[src/rtl/fft_pkg.sv]
// Shared types, defaults and helpers for the streaming FFT frame controller.
package fft_pkg;

  localparam int unsigned WIDTH_DEF    = 16;
  localparam int unsigned N_POINTS_DEF = 8;

  // Loader states
  localparam logic [0:0] LD_LOAD = 1'b0;
  localparam logic [0:0] LD_FULL = 1'b1;

  // Unloader states
  localparam logic [0:0] UL_IDLE  = 1'b0;
  localparam logic [0:0] UL_DRAIN = 1'b1;

  typedef struct packed {
    logic signed [WIDTH_DEF-1:0] re;
    logic signed [WIDTH_DEF-1:0] im;
  } cplx_t;

  function automatic int unsigned clog2(input int unsigned value);
    int unsigned res;
    res = 0;
    while ((32'd1 << res) < value) begin
      res++;
    end
    return res;
  endfunction

endpackage

[src/rtl/fft_frame_buffer.sv]
// N-entry complex register array: indexed single-sample write, whole-frame parallel load/read.
module fft_frame_buffer #(
  parameter int unsigned Width   = 16,
  parameter int unsigned NPoints = 8,
  parameter int unsigned IdxW    = 3
) (
  input  logic                     clk_i,
  input  logic                     rst_ni,
  input  logic                     wr_en_i,
  input  logic [IdxW-1:0]          wr_idx_i,
  input  logic [Width-1:0]         wr_real_i,
  input  logic [Width-1:0]         wr_imag_i,
  input  logic                     load_en_i,
  input  logic [NPoints*Width-1:0] load_real_i,
  input  logic [NPoints*Width-1:0] load_imag_i,
  output logic [NPoints*Width-1:0] rd_real_o,
  output logic [NPoints*Width-1:0] rd_imag_o
);

  logic [NPoints*Width-1:0] re_q, re_d;
  logic [NPoints*Width-1:0] im_q, im_d;

  always_comb begin
    re_d = re_q;
    im_d = im_q;
    if (load_en_i) begin
      re_d = load_real_i;
      im_d = load_imag_i;
    end else if (wr_en_i) begin
      for (int unsigned k = 0; k < NPoints; k++) begin
        if (wr_idx_i == IdxW'(k)) begin
          re_d[k*Width +: Width] = wr_real_i;
          im_d[k*Width +: Width] = wr_imag_i;
        end
      end
    end
  end

  always_ff @(posedge clk_i) begin
    if (!rst_ni) begin
      re_q <= '0;
      im_q <= '0;
    end else begin
      re_q <= re_d;
      im_q <= im_d;
    end
  end

  assign rd_real_o = re_q;
  assign rd_imag_o = im_q;

endmodule

[src/rtl/fft_stream_frame_ctrl.sv]
// Valid/ready frame controller around an external parallel pipelined FFT datapath.
// Define FFT_INVERSE_EN to add the inv port (swap in/out plus scaled, rounded output).
module fft_stream_frame_ctrl
  import fft_pkg::*;
#(
  parameter int unsigned WIDTH    = WIDTH_DEF,
  parameter int unsigned N_POINTS = N_POINTS_DEF,
  parameter int unsigned PIPE_LAT = 3,
  parameter int unsigned IDX_W    = $clog2(N_POINTS)
) (
  input  logic                      clk,
  input  logic                      rst_n,
  input  logic                      s_valid,
  output logic                      s_ready,
  input  logic [WIDTH-1:0]          s_real,
  input  logic [WIDTH-1:0]          s_imag,
  input  logic                      s_last,
`ifdef FFT_INVERSE_EN
  input  logic                      inv,
`endif
  output logic                      dp_in_valid,
  output logic [N_POINTS*WIDTH-1:0] dp_in_real,
  output logic [N_POINTS*WIDTH-1:0] dp_in_imag,
  input  logic [N_POINTS*WIDTH-1:0] dp_out_real,
  input  logic [N_POINTS*WIDTH-1:0] dp_out_imag,
  output logic                      m_valid,
  input  logic                      m_ready,
  output logic [WIDTH-1:0]          m_real,
  output logic [WIDTH-1:0]          m_imag,
  output logic [IDX_W-1:0]          m_index,
  output logic                      m_last,
  output logic                      frame_err,
  output logic                      busy
);

  localparam logic [IDX_W-1:0] LastIdx = IDX_W'(N_POINTS - 1);

  logic                 ld_q, ld_d;
  logic [IDX_W-1:0]     wr_idx_q, wr_idx_d;
  logic                 err_q, err_d;
  logic                 ul_q, ul_d;
  logic [IDX_W-1:0]     rd_idx_q, rd_idx_d;
  logic [PIPE_LAT-1:0]  trk_q, trk_d;

  logic accept, ibuf_wr, launch, capture, last_hs;
  logic [N_POINTS*WIDTH-1:0] ibuf_re, ibuf_im, obuf_re, obuf_im;
  logic [WIDTH-1:0] sel_re, sel_im, out_re, out_im;

  assign s_ready = (ld_q == LD_LOAD);
  assign accept  = s_valid && s_ready;
  // An early s_last drops the beat along with the rest of the partial frame.
  assign ibuf_wr = accept && !(s_last && (wr_idx_q != LastIdx));
  assign m_valid = (ul_q == UL_DRAIN);
  assign last_hs = m_valid && m_ready && (rd_idx_q == LastIdx);
  assign launch  = (ld_q == LD_FULL) && (trk_q == '0) && (!m_valid || last_hs);
  assign capture = trk_q[PIPE_LAT-1];

  always_comb begin
    ld_d     = ld_q;
    wr_idx_d = wr_idx_q;
    err_d    = 1'b0;
    if (ld_q == LD_LOAD) begin
      if (accept) begin
        if (wr_idx_q == LastIdx) begin
          ld_d     = LD_FULL;
          wr_idx_d = '0;
          err_d    = !s_last;
        end else if (s_last) begin
          wr_idx_d = '0;
          err_d    = 1'b1;
        end else begin
          wr_idx_d = wr_idx_q + IDX_W'(1);
        end
      end
    end else if (launch) begin
      ld_d = LD_LOAD;
    end
  end

  assign trk_d = (trk_q << 1) | PIPE_LAT'(launch);

  always_comb begin
    ul_d     = ul_q;
    rd_idx_d = rd_idx_q;
    if (capture) begin
      ul_d     = UL_DRAIN;
      rd_idx_d = '0;
    end else if (m_valid && m_ready) begin
      if (rd_idx_q == LastIdx) begin
        ul_d     = UL_IDLE;
        rd_idx_d = '0;
      end else begin
        rd_idx_d = rd_idx_q + IDX_W'(1);
      end
    end
  end

  always_ff @(posedge clk) begin
    if (!rst_n) begin
      ld_q     <= LD_LOAD;
      wr_idx_q <= '0;
      err_q    <= 1'b0;
      ul_q     <= UL_IDLE;
      rd_idx_q <= '0;
      trk_q    <= '0;
    end else begin
      ld_q     <= ld_d;
      wr_idx_q <= wr_idx_d;
      err_q    <= err_d;
      ul_q     <= ul_d;
      rd_idx_q <= rd_idx_d;
      trk_q    <= trk_d;
    end
  end

  fft_frame_buffer #(
    .Width   (WIDTH),
    .NPoints (N_POINTS),
    .IdxW    (IDX_W)
  ) u_ibuf (
    .clk_i       (clk),
    .rst_ni      (rst_n),
    .wr_en_i     (ibuf_wr),
    .wr_idx_i    (wr_idx_q),
    .wr_real_i   (s_real),
    .wr_imag_i   (s_imag),
    .load_en_i   (1'b0),
    .load_real_i ('0),
    .load_imag_i ('0),
    .rd_real_o   (ibuf_re),
    .rd_imag_o   (ibuf_im)
  );

  fft_frame_buffer #(
    .Width   (WIDTH),
    .NPoints (N_POINTS),
    .IdxW    (IDX_W)
  ) u_obuf (
    .clk_i       (clk),
    .rst_ni      (rst_n),
    .wr_en_i     (1'b0),
    .wr_idx_i    ('0),
    .wr_real_i   ('0),
    .wr_imag_i   ('0),
    .load_en_i   (capture),
    .load_real_i (dp_out_real),
    .load_imag_i (dp_out_imag),
    .rd_real_o   (obuf_re),
    .rd_imag_o   (obuf_im)
  );

  always_comb begin
    sel_re = '0;
    sel_im = '0;
    for (int unsigned k = 0; k < N_POINTS; k++) begin
      if (rd_idx_q == IDX_W'(k)) begin
        sel_re = obuf_re[k*WIDTH +: WIDTH];
        sel_im = obuf_im[k*WIDTH +: WIDTH];
      end
    end
  end

`ifdef FFT_INVERSE_EN
  localparam int unsigned Shift = clog2(N_POINTS);

  logic inv_fl_q, inv_out_q;

  // Scale by 1/N on the magnitude so ties round away from zero.
  function automatic logic [WIDTH-1:0] rnd_shift(input logic [WIDTH-1:0] x);
    logic [WIDTH:0] ext, mag, sum;
    ext = {x[WIDTH-1], x};
    mag = x[WIDTH-1] ? (~ext + 1'b1) : ext;
    sum = (mag + (WIDTH+1)'(32'd1 << (Shift - 1))) >> Shift;
    return x[WIDTH-1] ? WIDTH'(~sum + 1'b1) : WIDTH'(sum);
  endfunction

  always_ff @(posedge clk) begin
    if (!rst_n) begin
      inv_fl_q  <= 1'b0;
      inv_out_q <= 1'b0;
    end else begin
      if (launch)  inv_fl_q  <= inv;
      if (capture) inv_out_q <= inv_fl_q;
    end
  end

  assign dp_in_real = inv ? ibuf_im : ibuf_re;
  assign dp_in_imag = inv ? ibuf_re : ibuf_im;
  assign out_re     = inv_out_q ? rnd_shift(sel_im) : sel_re;
  assign out_im     = inv_out_q ? rnd_shift(sel_re) : sel_im;
`else
  assign dp_in_real = ibuf_re;
  assign dp_in_imag = ibuf_im;
  assign out_re     = sel_re;
  assign out_im     = sel_im;
`endif

  assign dp_in_valid = launch;
  assign m_real      = m_valid ? out_re : '0;
  assign m_imag      = m_valid ? out_im : '0;
  assign m_index     = rd_idx_q;
  assign m_last      = m_valid && (rd_idx_q == LastIdx);
  assign frame_err   = err_q;
  assign busy        = (ld_q != LD_LOAD) || (wr_idx_q != '0) || (trk_q != '0) || m_valid;

endmodule

[config.mk]
export PLATFORM = sky130hd
export DESIGN_NAME = fft_stream_frame_ctrl
export DESIGN_NICKNAME = d
export VERILOG_FILES = /design/src/rtl/fft_pkg.sv /design/src/rtl/fft_frame_buffer.sv /design/src/rtl/fft_stream_frame_ctrl.sv
export SDC_FILE = /design/constraint.sdc
export NUM_CORES = 1
export LEC_CHECK = 0
export CAP_MARGIN = 25
export CORE_MARGIN = 5
export CORE_UTILIZATION = 44
export CTS_CLUSTER_SIZE = 25
export DETAILED_ROUTE_END_ITERATION = 10
export GPL_TIMING_DRIVEN = 0
export PLACE_DENSITY = 0.76
export SETUP_SLACK_MARGIN = 0.15
export SLEW_MARGIN = 0
export SYNTH_ARGS = -nofsm -noshare
export SYNTH_HDL_FRONTEND = slang
export SYNTH_SLANG_ARGS = --single-unit
[constraint.sdc]
create_clock -name clk -period 2.7 [get_ports clk]
set_clock_uncertainty 0.05 [all_clocks]
set_input_delay 0.81 -clock clk [delete_from_list [all_inputs] [get_ports clk]]
set_output_delay 0.81 -clock clk [all_outputs]
set_load 0.01 [all_outputs]
==> metrics.md, run 1 <==
| Metric | Value |
|---|---|
| Run status | finished, violations left |
| Failing checks | setup timing |
| Syn avg cell area | 9.77 µm² |
| Most frequent cells in the layout | clkdlybuf4s50_1 (548), dfxtp_1 (520), mux2i_1 (449) |
| CP max FO | 6 |
| Fin area | 0.0314 mm² |
| Tcrit/Tclk final | 138% |
| TritonRoute pass-1 iters | 6 |
| All-Layer GR Usage | 30.2% |
| Crit path required time | 1840 ps |
| H-tree depth | 2 |
| CTS tree | built |
| GR peak layer | met2 |
| Crit path buffers/inverters | 7 |
| Unrepaired setup endpoints after global routing | yes |
| Hold Violations, Final | 0 |
| Worst Path Arrival | 2850 ps |
| CORE AREA | 0.0503 mm² |
| Post-synthesis cell type count | 41 |
| Largest net degree at the start of global routing | 16 |
| Clock Latency Late Sink | 620 ps |
| CP max stage cell | a221o_1 |
| Crit-path cells | buf_6 > clkbuf_16 > inv_6 > ha_4 > buf_8 > or2_4 > buf_8 > buf_8 > a221o_1 > a211oi_4 > buf_2 |
| Via count | 19800 |
| Max Freq | 269 MHz |
| Final core occ | 62.5% |
| Hold buffer count at cts | 0 |
| Tmin final | 3710 ps |
| Final setup fails | 34 |
| Post-DP HPWL | 69.6 mm |
| Clk slew on worst S/H paths | 60 ps |
| Chip height | 236 µm |
| Area Overhead vs Synth | 40.2% |
| Most common cell after layout, fill and taps aside | clkdlybuf4s50_1 |
| HP Class | flop to flop |
| GPL Wtd Cong | 0.944 |
| Drt via density | 5.39 |
| Top FF cell, synth | dfxtp_1 |
| Clock sink count | 524 |
| Worst path max stage delay | 340 ps |
| CTS Buf Count | 55 |
| Top cell family by delay on the critical path | buffers and inverters |
| CTS Root Cell | clkbuf_16 |
| WS Path Type | flop to output pin |
| Final WS setup | -1010 ps |
| Max-slew violation count | 0 |
| Initial DRC count | 1298 |
| DRC viols | 0 |
| Drt total wl | 88.9 mm |
| Layout Nets | 3269 |
| Syn_nets | 2602 |
| Post-synthesis sequential area ratio | 46.8% |
| Ys Warns | 0 |
| Slew HR | 48.5% |
| Placement Rows | 82 |
| #FFs+latches synth | 524 |
| Vias in the first global route | 20700 |
| VDD IR max | 0.421 mV |
| GR Util met1 | 33.8% |
| Worst Setup Start Kind | flop |
| Worst R2R Path Depth | 8 |
| First-pass GRT wire length | 131 mm |
| Die width | 236 µm |
| CP endpoint kind | output pin |
| Initial antenna violation count | 15 |
| Routed wire length per instance | 24.1 µm |
| Met3 GRT Util | 10.7% |
| Layout cells sized above 1 | 10.5% |
| Max-Cap Viols | 0 |
| CP dominant cell by count | buf_8 |
| Port Buffer Count | 588 |
| IO Pins | 590 |
| Levels on crit path | 11 |
| Initial Util | 44.6% |
| Die ar. | 0.0556 mm² |
| Yosys top cell by area | dfxtp_1 |
| Number of synthesized flops with an enable pin | 0 |
| Fillers | 4170 |
| Synth top area share | 46.8% |
| Post-synthesis cell count | 2296 |
| Power Dens Cells | 509 mW/mm² |
| Post-detailed-route count of antenna-violating nets | 0 |
| Async S/R FF share, synth | 0% |
| Pre-CTS setup slack | -1070 ps |
| Largest cells by area after synthesis | dfxtp_1 (47%), mux2i_1 (20%), nor2b_1 (8.1%) |
| Placed cell area | 0.0293 mm² |
| M2 GR Usage | 52.9% |
| WHS | 409 ps |
| LEAKAGE | 11.7 nW |
| Area of the mapped netlist | 0.0224 mm² |
| Hold path depth | 2 |
| Gr ovfl total | 0 |
| Worst-case clock buffer depth | 3 |
| Least-Margin Pin Slew | 772 ps |
==> final cells by class <==
class	count	area, µm²	area share [%]
antenna	13	32.5	0.103
buffer	195	1100	3.51
clock buffer	83	1570	5.00
clock inverter	11	97.6	0.310
inverter	41	159	0.505
multi-input combinational	1535	11200	35.6
sequential	524	10500	33.4
tap	672	841	2.67
timing repair buffer	611	5950	18.9
==> routing by layer <==
layer | wire length [µm] | up-vias
met3 | 8640 | 202
met5 | 29 | -
met2 | 43400 | 905
met1 | 33200 | 9547
met4 | 3550 | 6
li1 | - | 9185
==> tightest hold or removal path, cell delays in order, from the launching register on <==
cell and delay [ps]:
dfxtp_1 310, nand2_1 50, mux2i_1 50
==> cells in the mapped netlist, drive strengths merged, types with 33 or more instances <==
master  count
nor2b     290
dfxtp     524
a21boi     69
nor3       33
buf        82
inv        41
mux2i     449
a21oi      34
nor3b      34
clkbuf    114
nand2     392
==> report_power, final <==
group / internal, mW / switching (mW)
clock network: 4.00 / 3.19
registers: 7.77 / 0.0224
logic: 0.570 / 0.465
total: 12.3 / 3.68
==> cell families (layout without fill, tap and decap cells) <==
family	count (synthesis)	in the layout	synth area share (%)
and+or+nand+nor	806	806	18.5
DFF	524	524	46.8
muxes	449	449	20.0
AOI/OAI and AO/OA	267	267	9.37
buffers and inverters	237	941	4.54
adders and majority gates	13	13	0.725
other	0	13	0
==> state kept, by name, indices dropped and copies added (netlist names) <==
register	count
m_index	3
trk_q	3
u_ibuf.rd_imag_o	128
m_valid	1
u_obuf.rd_real_o	128
ld_q	1
u_obuf.rd_imag_o	128
u_ibuf.rd_real_o	128
frame_err	1
wr_idx_q	3
==> timing repair <==
| item | 4_1_cts | 5_1_grt |
|---|---|---|
| pin swaps | 31 | 25 |
| gates cloned | 2 | 0 |
| buffers inserted | 19 | 2 |
| gates resized for setup | 251 | 47 |
| endpoints found under the setup margin | 96 | 248 |
==> per-stage QoR <==
step | setup TNS [ps] | power [mW] | cells
2_1_floorplan | -2710 | 8.25 | 2296
3_3_place_gp | -53860 | 8.98 | 3556
4_1_cts | -30890 | 16.1 | 3671
6_report | -29530 | 16.0 | 3685
3_5_place_dp | -72490 | 8.98 | 3556
5_1_grt | -31260 | 16.4 | 3682
==> worst paths after layout <==
kind	from	slack, ps	endpoint
min reg2reg	u_ibuf.rd_real_o[70]	410	u_ibuf.rd_real_o[70]
max reg2reg	wr_idx_q[1]	270	u_ibuf.rd_imag_o[102]
min	u_ibuf.rd_real_o[70]	410	u_ibuf.rd_real_o[70]
max	m_index[2]	-1010	m_imag[1]
No activity file was read; power rests on OpenSTA's default activity.
==> run 2, diff against run 1 <==
Settings changed: CORE_UTILIZATION 44 to 45, SYNTH_HIERARCHICAL from default to 1.
==> run 2 against run 1 <==
The run still ends with setup timing left. Final cell count increased by 28%. First-iteration DRC count increased to 2.5 times the previous value. Fmax increased by 0.89%. Routed wire length increased by 31%. Non-clock buffer count increased by 168. Die area increased by 11%. Critical path depth decreased by 1. Clock power increased by 9.2%. Total power increased by 20%. Area after synthesis increased by 14%. Critical endpoint is now m_imag[3]. Highest routed layer unchanged.
==> metrics.md, run 2 <==
| Metric | Value |
|---|---|
| Run status | finished, violations left (unchanged) |
| Failing checks | setup timing (unchanged) |
| Async S/R FF share, synth | 0% (unchanged) |
| Final setup fails | 34 (unchanged) |
| Via count | 28300 (was 19800) |
| Clk slew on worst S/H paths | 60 ps (about the same) |
| CTS Root Cell | clkbuf_16 (unchanged) |
| Post-detailed-route count of antenna-violating nets | 0 (unchanged) |
| Crit path required time | 1840 ps (about the same) |
| WS Path Type | flop to output pin (unchanged) |
| Fillers | 4965 (was 4170) |
| H-tree depth | 2 (unchanged) |
| Max-slew violation count | 0 (unchanged) |
| CTS tree | built (unchanged) |
| Worst-case clock buffer depth | 3 (unchanged) |
| Adder-cell area share of the yosys netlist | 0.488% (was 0.725%) |
| Pre-CTS setup slack | -985 ps (was -1070 ps) |
| Tcrit/Tclk final | 136% (was 138%) |
| Post-synthesis mux area share | 0.0390% (was 20.0%) |
| CTS Buf Count | 55 (unchanged) |
| Largest cells by area after synthesis | dfxtp_1 (41%), a211oi_1 (12%), o21ai_0 (10%) (was dfxtp_1 (47%), mux2i_1 (20%), nor2b_1 (8.1%)) |
| Top FF cell, synth | dfxtp_1 (unchanged) |
| Die ar. | 0.0618 mm² (was 0.0556 mm²) |
| Synth top area share | 40.9% (was 46.8%) |
| GPL Wtd Cong | 1.00 (was 0.944) |
| Placed insts | 4617 (was 3556) |
| Worst Setup Start Kind | flop (unchanged) |
| CORE AREA | 0.0564 mm² (was 0.0503 mm²) |
| Largest family of logic cells by synthesized area | compound AO/OA/AOI/OAI gates (was multiplexers) |
| All-Layer GR Usage | 35.3% (was 30.2%) |
| Setup TNS | -29100 ps (was -29530 ps) |
| Largest net degree at the start of global routing | 19 (was 16) |
| Sequential share of power | 43.9% (was 48.6%) |
| First-pass GRT wire length | 171 mm (was 131 mm) |
| Post-Synth Simple-Gate Area | 16.3% (was 18.5%) |
| Tmin final | 3680 ps (was 3710 ps) |
| VDD IR max | 0.496 mV (was 0.421 mV) |
| CP endpoint | m_imag[3] (was m_imag[1]) |
| #FFs+latches synth | 524 (unchanged) |
| Max Freq | 272 MHz (was 269 MHz) |
| Chip height | 249 µm (was 236 µm) |
| Least-Margin Pin Slew | 1160 ps (was 772 ps) |
| LEAKAGE | 12.9 nW (was 11.7 nW) |
| CP max FO | 7 (was 6) |
| Drt total wl | 117 mm (was 88.9 mm) |
| Post-synthesis sequential area ratio | 40.9% (was 46.8%) |
| Combinational power share | 15.2% (was 6.5%) |
| Most common cell after layout, fill and taps aside | clkdlybuf4s50_1 (unchanged) |
| Count leader, synth | o21ai_0 (was dfxtp_1) |
| DRC viols | 0 (unchanged) |
| Slew HR | 22.1% (was 48.5%) |
| Final core occ | 64.2% (was 62.5%) |
| Syn avg cell area | 8.72 µm² (was 9.77 µm²) |
| Post-synthesis cell type count | 43 (was 41) |
| Initial DRC count | 3278 (was 1298) |
| Unrepaired setup endpoints after global routing | yes (unchanged) |
| Drt via density | 5.97 (was 5.39) |
| Clock Latency Late Sink | 630 ps (was 620 ps) |
| Non-filler cells in the finished layout | 4733 (was 3685) |
| Worst R2R Path Depth | 9 (was 8) |
| Post-Synth XOR/XNOR Area | 0% (unchanged) |
| Layout cells sized above 1 | 14.9% (was 10.5%) |
| Synth Area in Compound Gates | 33.5% (was 9.37%) |
| P_sw | 5.14 mW (was 3.68 mW) |
| Hold buffer count at cts | 0 (unchanged) |
| Initial Util | 45.5% (was 44.6%) |
| Area Overhead vs Synth | 41.3% (was 40.2%) |
| Fin area | 0.0362 mm² (was 0.0314 mm²) |
| Yosys top cell by area | dfxtp_1 (unchanged) |
| HP Class | flop to flop (unchanged) |
| CP endpoint kind | output pin (unchanged) |
| Most frequent cells in the layout | clkdlybuf4s50_1 (544), o21ai_0 (536), dfxtp_1 (510) (was clkdlybuf4s50_1 (548), dfxtp_1 (520), mux2i_1 (449)) |
| Gr ovfl total | 0 (unchanged) |
| Post-synthesis cell count | 2939 (was 2296) |
| Layout Nets | 4237 (was 3269) |
| Commonest cells post-synth | o21ai_0 (536), nor3_1 (525), dfxtp_1 (524) (was dfxtp_1 (524), mux2i_1 (449), nand2_1 (389)) |
| Clock share of power | 40.8% (was 44.9%) |
| TritonRoute pass-1 iters | 6 (unchanged) |
| Max-Cap Viols | 0 (unchanged) |
| IO Pins | 590 (unchanged) |
| Pint | 14.1 mW (was 12.3 mW) |
| Worst R2R Start | wr_idx_q[1] (unchanged) |
| Port Buffer Count | 589 (was 588) |
| Placed cell area | 0.0339 mm² (was 0.0293 mm²) |
| Vias in the first global route | 26700 (was 20700) |
| Final WS setup | -981 ps (was -1010 ps) |
| Worst Path Arrival | 2820 ps (was 2850 ps) |
| Ys Warns | 6 (was 0) |
| Reg-to-reg setup timing slack | 280 ps (was 270 ps) |
| Hold Violations, Final | 0 (unchanged) |
| Clock sink count | 524 (unchanged) |
| Worst setup startpoint | m_index[2] (unchanged) |
| Sw Share | 26.7% (was 23.0%) |
| Worst reg2reg endpoint | u_ibuf/rd_imag_o[49] (was u_ibuf.rd_imag_o[102]) |
| WHS | 452 ps (was 409 ps) |
| Total power | 19.2 mW (was 16.0 mW) |
| Placement Rows | 87 (was 82) |
| Number of synthesized flops with an enable pin | 0 (unchanged) |
| Routed wire length per instance | 24.7 µm (was 24.1 µm) |
| Post-DP HPWL | 91.0 mm (was 69.6 mm) |
| Die width | 249 µm (was 236 µm) |
| Power Dens Cells | 531 mW/mm² (was 509 mW/mm²) |
| Area of the mapped netlist | 0.0256 mm² (was 0.0224 mm²) |
| Initial antenna violation count | 3 (was 15) |
## run 2: kinds of logic (layout without fill, tap and decap cells)
logic type      count (synthesis)  in the layout
compound gates               1227           1227
other cells                     1            322
buf+inv                       398           1115
fa+ha+maj                      10             10
mux                             1              1
simple gates                  778            778
flops                         524            524
## run 2: what timing repair did
item / in CTS / in global routing
setup buffers: 8 / 3
pin swaps: 36 / 29
hold endpoints to repair: 0 / 0
endpoints found under the setup margin: 139 / 151
resized for setup: 275 / 40
cloned: 2 / 2
## run 2: metal layers
| layer | up-vias | global-route usage (%) | part of all wire [%] |
|---|---|---|---|
| met5 | - | 0 | 0.023 |
| met4 | 4 | 16.7 | 5.7 |
| met3 | 356 | 8.57 | 11 |
| met2 | 1806 | 60.5 | 48 |
| met1 | 13200 | 41.6 | 36 |
| li1 | 12900 | - | - |
## run 2: area by class of cell
class	count	area, µm²	area share, %
clock inverter	17	275	0.760
inverter	42	163	0.449
tap	756	946	2.61
multi-input combinational	2337	14400	39.8
clock buffer	82	1550	4.27
antenna	1	2.50	0.00691
timing repair buffer	618	6050	16.7
sequential	524	10500	29.0
buffer	356	2310	6.38
## run 2: power by group through the flow
stage / Clock [mW] / Sequential (mW) / Combinational [mW]
floorplan: 0 / 8.64 / 1.19
global placement: 0 / 8.60 / 2.71
detailed placement: 0 / 8.60 / 2.77
CTS: 7.89 / 8.43 / 2.77
global route: 8.25 / 8.47 / 3.10
finish: 7.85 / 8.44 / 2.93
## run 2: worst min path at each step
stage               startpoint  slack [ps]  cells after the start       end
finish                trk_q[0]         450                      1  trk_q[1]
global route          trk_q[0]         470                      1  trk_q[1]
floorplan             trk_q[0]         410                      1  trk_q[1]
CTS                   trk_q[0]         450                      1  trk_q[1]
detailed placement    trk_q[1]         430                      1  trk_q[2]
global placement      trk_q[1]         420                      1  trk_q[2]
## run 2: worst max-delay path, stage by stage (launching register included)
cell and delay, ps:
dfxtp_2 350, buf_6 110, clkbuf_16 130, inv_6 30, ha_4 150, or2_4 250, buf_12 160, buf_16 130
a221o_1 320, a211oi_2 340, buf_2 200
